## src/rtl/instruction_fetch_unit.sv

```systemverilog
// Fetch stage: issues in-order instruction reads, queues returned words and
// hands them to decode with their PC. Redirects flush the queue and discard
// any responses still owed by memory.
module instruction_fetch_unit #(
  parameter int unsigned  N        = 32,
  parameter int unsigned  DEPTH    = 4,
  parameter logic [N-1:0] RESET_PC = '0
) (
  input  logic         clock,
  input  logic         reset,
  input  logic         redirect,
  input  logic [N-1:0] redirect_addr,
  output logic         mem_req_valid,
  input  logic         mem_req_ready,
  output logic [N-1:0] mem_req_addr,
  input  logic         mem_resp_valid,
  input  logic [N-1:0] mem_resp_data,
  output logic         inst_valid,
  input  logic         inst_ready,
  output logic [N-1:0] inst_data,
  output logic [N-1:0] inst_pc,
  output logic [N-1:0] inst_pc4
);

  localparam int unsigned PW = $clog2(DEPTH);
  localparam int unsigned CW = $clog2(DEPTH + 1);

  logic [N-1:0]     fpc;
  logic [N-1:0]     pc_q   [DEPTH];
  logic [N-1:0]     data_q [DEPTH];
  logic [DEPTH-1:0] filled_q;
  logic [PW-1:0]    head;
  logic [PW-1:0]    tail;
  logic [PW-1:0]    fill;
  logic [CW-1:0]    alloc_cnt;
  logic [CW-1:0]    filled_cnt;
  logic [CW-1:0]    drop_cnt;

  logic             issue;
  logic             pop;
  logic             resp_keep;
  logic             resp_drop;
  logic [CW:0]      credit_used;
  logic [CW:0]      drop_redirect;
  logic [N-1:0]     redirect_target;

  // Issue credit, head presentation and per-cycle event decode.
  always_comb begin
    credit_used     = (CW+1)'(alloc_cnt) + (CW+1)'(drop_cnt);
    mem_req_valid   = !redirect && (credit_used < (CW+1)'(DEPTH));
    mem_req_addr    = fpc;
    inst_valid      = !redirect && (alloc_cnt != '0) && filled_q[head];
    inst_data       = data_q[head];
    inst_pc         = pc_q[head];
    inst_pc4        = pc_q[head] + N'(4);
    issue           = mem_req_valid && mem_req_ready;
    pop             = inst_valid && inst_ready;
    resp_drop       = mem_resp_valid && (drop_cnt != '0);
    resp_keep       = mem_resp_valid && (drop_cnt == '0);
    // Every issued-but-unanswered request becomes stale; a response arriving
    // in the redirect cycle is one of them and is consumed right here.
    drop_redirect   = (CW+1)'(alloc_cnt) - (CW+1)'(filled_cnt)
                    + (CW+1)'(drop_cnt) - (CW+1)'(mem_resp_valid);
    redirect_target = redirect_addr & ~N'(3);
  end

  // Fetch address, queue storage, pointers and counters.
  always_ff @(posedge clock) begin
    if (reset) begin
      fpc        <= RESET_PC;
      head       <= '0;
      tail       <= '0;
      fill       <= '0;
      alloc_cnt  <= '0;
      filled_cnt <= '0;
      drop_cnt   <= '0;
      filled_q   <= '0;
      for (int unsigned i = 0; i < DEPTH; i++) begin
        pc_q[PW'(i)]   <= '0;
        data_q[PW'(i)] <= '0;
      end
    end else if (redirect) begin
      fpc        <= redirect_target;
      head       <= '0;
      tail       <= '0;
      fill       <= '0;
      alloc_cnt  <= '0;
      filled_cnt <= '0;
      filled_q   <= '0;
      drop_cnt   <= CW'(drop_redirect);
    end else begin
      if (issue) begin
        pc_q[tail]     <= fpc;
        filled_q[tail] <= 1'b0;
        tail           <= tail + PW'(1);
        fpc            <= fpc + N'(4);
      end
      if (resp_drop) begin
        drop_cnt <= drop_cnt - CW'(1);
      end
      if (resp_keep) begin
        data_q[fill]   <= mem_resp_data;
        filled_q[fill] <= 1'b1;
        fill           <= fill + PW'(1);
      end
      if (pop) begin
        filled_q[head] <= 1'b0;
        head           <= head + PW'(1);
      end
      alloc_cnt  <= alloc_cnt + CW'(issue) - CW'(pop);
      filled_cnt <= filled_cnt + CW'(resp_keep) - CW'(pop);
    end
  end

endmodule
```

## config.mk

```make
export PLATFORM = sky130hd
export DESIGN_NAME = instruction_fetch_unit
export DESIGN_NICKNAME = d
export VERILOG_FILES = /design/src/rtl/instruction_fetch_unit.sv
export SDC_FILE = /design/constraint.sdc
export NUM_CORES = 1
export LEC_CHECK = 0
export CAP_MARGIN = 25
export CELL_PAD_IN_SITES_DETAIL_PLACEMENT = 0
export CELL_PAD_IN_SITES_GLOBAL_PLACEMENT = 1
export CORE_UTILIZATION = 49
export DETAILED_ROUTE_END_ITERATION = 16
export GPL_TIMING_DRIVEN = 0
export PLACE_DENSITY = 0.88
export SYNTH_ARGS = -nofsm -noshare
export SYNTH_HDL_FRONTEND = slang
export SYNTH_SLANG_ARGS = --single-unit
```

## constraint.sdc

```tcl
create_clock -name clock -period 5.5 [get_ports clock]
set_clock_uncertainty 0.1 [all_clocks]
set_input_delay 1.65 -clock clock [delete_from_list [all_inputs] [get_ports clock]]
set_output_delay 1.65 -clock clock [all_outputs]
set_load 0.05 [all_outputs]
```

==> results of run 1 <==
[synth_stat cells, drive strengths merged (19+ instances only)]
| library cell | count | area (um2) |
|---|---|---|
| edfxtp | 248 | 7450 |
| and2 | 221 | 1380 |
| mux4 | 63 | 1460 |
| clkbuf | 51 | 193 |
| dfxtp | 51 | 1020 |
| nand2 | 48 | 180 |
| nor2 | 45 | 169 |
| and3 | 40 | 250 |
| xnor2 | 35 | 307 |
| inv | 32 | 120 |
| buf | 25 | 191 |
| nand4 | 24 | 193 |
| ha | 23 | 288 |
| a21oi | 22 | 110 |
| nand3 | 19 | 95.1 |
[path summary, 6_finish.rpt]
check / end / start / depth (start not counted)
hold reg to reg: filled_cnt[2] / filled_cnt[1] / 2
setup reg to reg: alloc_cnt[2] / alloc_cnt[1] / 15
hold / removal: filled_cnt[2] / filled_cnt[1] / 2
setup / recovery: mem_req_valid / redirect / 4
[through the flow]
step / utilization / cell area, um2
6_report: 0.624 / 18000
5_1_grt: 0.623 / 18000
4_1_cts: 0.622 / 18000
3_5_place_dp: 0.584 / 16800
3_3_place_gp: 0.584 / 16800
2_1_floorplan: - / 14500
[sequential cells by signal, indices dropped and copies added, names as in the netlist, named ones only]
name / cells
mem_req_addr: 30
pc_q: 120
filled_cnt: 3
fill: 2
drop_cnt: 3
tail: 2
head: 2
alloc_cnt: 3
data_q: 128
filled_q: 4
[kinds of logic after synthesis]
family	count (synthesis)
compound gates	89
xor+xnor	45
fa+ha+maj	29
flops	299
other cells	1
buf+inv	108
simple gates	439
mux	66
[power by group]
part,internal [uW],switching [uW]
Clock,1360,881
Sequential,2580,66.8
Combinational,301,581
[cell type report]
type	instances	area, um2
Buffer	76	385
Sequential cell	299	8470
Multi-Input combinational cell	674	5480
Clock inverter	22	293
Antenna cell	2	5.00
Timing Repair Buffer	193	1960
Inverter	32	120
Tap cell	384	480
Fill cell	2258	10900
Clock buffer	36	795
[worst min-delay path: cells and delay by family, from the launching register on]
kind             cells  cell delay [ns]
AND/OR/NAND/NOR      1             0.08
XOR/XNOR             1             0.07
flip-flops           1             0.34
[timing repair]
item / in CTS / in global routing
endpoints found under the setup margin: 6 / 13
gates cloned: 0 / 0
buffers inserted: 1 / 0
pin swaps: 1 / 1
resized for setup: 0 / 12
[layer usage]
layer,up-vias,share of wire
li1,4419,-
met1,4778,0.42
met2,377,0.49
met3,48,0.070
met4,0,0.020
met5,-,0
==> impl_metrics.tcl, run 1 <==
set metrics [dict create \
    post_drt_wl_per_cell_um 21.0 \
    synthFlopType "edfxtp_1" \
    synth_edf_count 248 \
    synth-compound-area-share 0.0407 \
    dpl.hpwl_mm 24.4 \
    worst_pin_slew_ns 0.980 \
    power_density_mw_per_mm2 321 \
    coreArea_mm2 0.0289 \
    layout_commonest_cell "edfxtp_1" \
    grtUsageMet3 0.0366 \
    clockBufferDepth 3 \
    die_width_um 174 \
    busiest_layer "met2" \
    crit_arrival_ns 3.54 \
    fin_cells 1718 \
    min_period_over_period 0.962 \
    synthMuxAreaShare 0.104 \
    row_count 62 \
    finalCriticalPeriod_ns 5.29 \
    cp_common_cell "clkdlybuf4s50_1" \
    status "finished, final reports clean" \
    place_ws_ns 0.240 \
    cpMaxStageDelayCell "clkdlybuf4s50_1" \
    grt_use_met2 0.405 \
    max-cap-violations 0 \
    synth_warnings 0 \
    grt_max_degree 33 \
    synth_async_sr_flop_share 0 \
    track_usage 0.240 \
    place_inst 1656 \
    clk_latency_ns 0.56 \
    hold_class "reg2reg" \
    synth_cell_types 56 \
    crit_chain "clkdlybuf4s50_1 > nor4_2 > and2_1 > clkdlybuf4s50_1" \
    critical-path-max-stage-delay_ns 0.80 \
    synth_top_family_by_area "simple AND/OR/NAND/NOR gates" \
    yosysSeqAreaShare 0.587 \
    rrSetupSlack_ns 1.77 \
    finalHoldViolations 0 \
    drc_errors 0 \
    ant_nets 0 \
    cts_hold_buf 0 \
    syn-mean-instance-area_um2 13.4 \
    cts_max_level 1 \
    synth_cells 1076 \
    clock-root-buffer "clkbuf_16" \
    ys_seq_elements 299 \
    ir_drop_mv 0.241 \
    grt_util_met1 0.327 \
    setup_viol 0 \
    layout_common_cells "edfxtp_1, and2_1, clkdlybuf4s50_1" \
    dr.pass1.iters 6 \
    clock-sinks 299 \
    area_growth_pct 24.7 \
    p_leak_uw 0.00671 \
    critPathLaunchType "input pin" \
    cts_tree "done" \
    critical_path_class "in2out" \
    hold_slack_ns 0.439 \
    wirelength_mm 36.1 \
    ios 200 \
    rsz0062_at_grt "no" \
    nets 1406 \
    relSlewSlack 0.346 \
    synth_adder_area_share 0.0283 \
    crit_required_ns 3.75 \
    crit_family "buffers and inverters" \
    start_util 0.500 \
    grt_antenna_before_repair 2 \
    drive_above_1_share 0.109 \
    critPathBufInv 2 \
    final.setup.tns_ns 0 \
    syn_area_mm2 0.0144 \
    p_total_uw 5770 \
    cp_max_fo 5 \
    slew_viol_final 0 \
    synth-xor-area-share 0.0273 \
    vias 9622 \
    clk_pin_slew_ns 0.06 \
    cts_made_buffers 31 \
    synth_simple_gate_area_frac 0.178 \
    setup_ws_ns 0.211 \
    max_freq_ghz 0.189 \
    grt_pass1_wl_mm 55.5 \
    dieArea_mm2 0.0301 \
    end_kind "output pin" \
    overflow 0 \
    io_buffers 191 \
    via_per_inst 5.60 \
    place_congestion 0.845 \
    drt_iter0_markers 929 \
    grt_pass1_vias 9673 \
    die_h_um 174 \
]
Note: power is estimated with default switching activity, not from simulation.
==> inputs of run 2 (changes only) <==
- CTS_CLUSTER_SIZE: not set -> 20
==> results of run 2 <==
The final DEF is identical to that of run 1; final timing and power are the same.
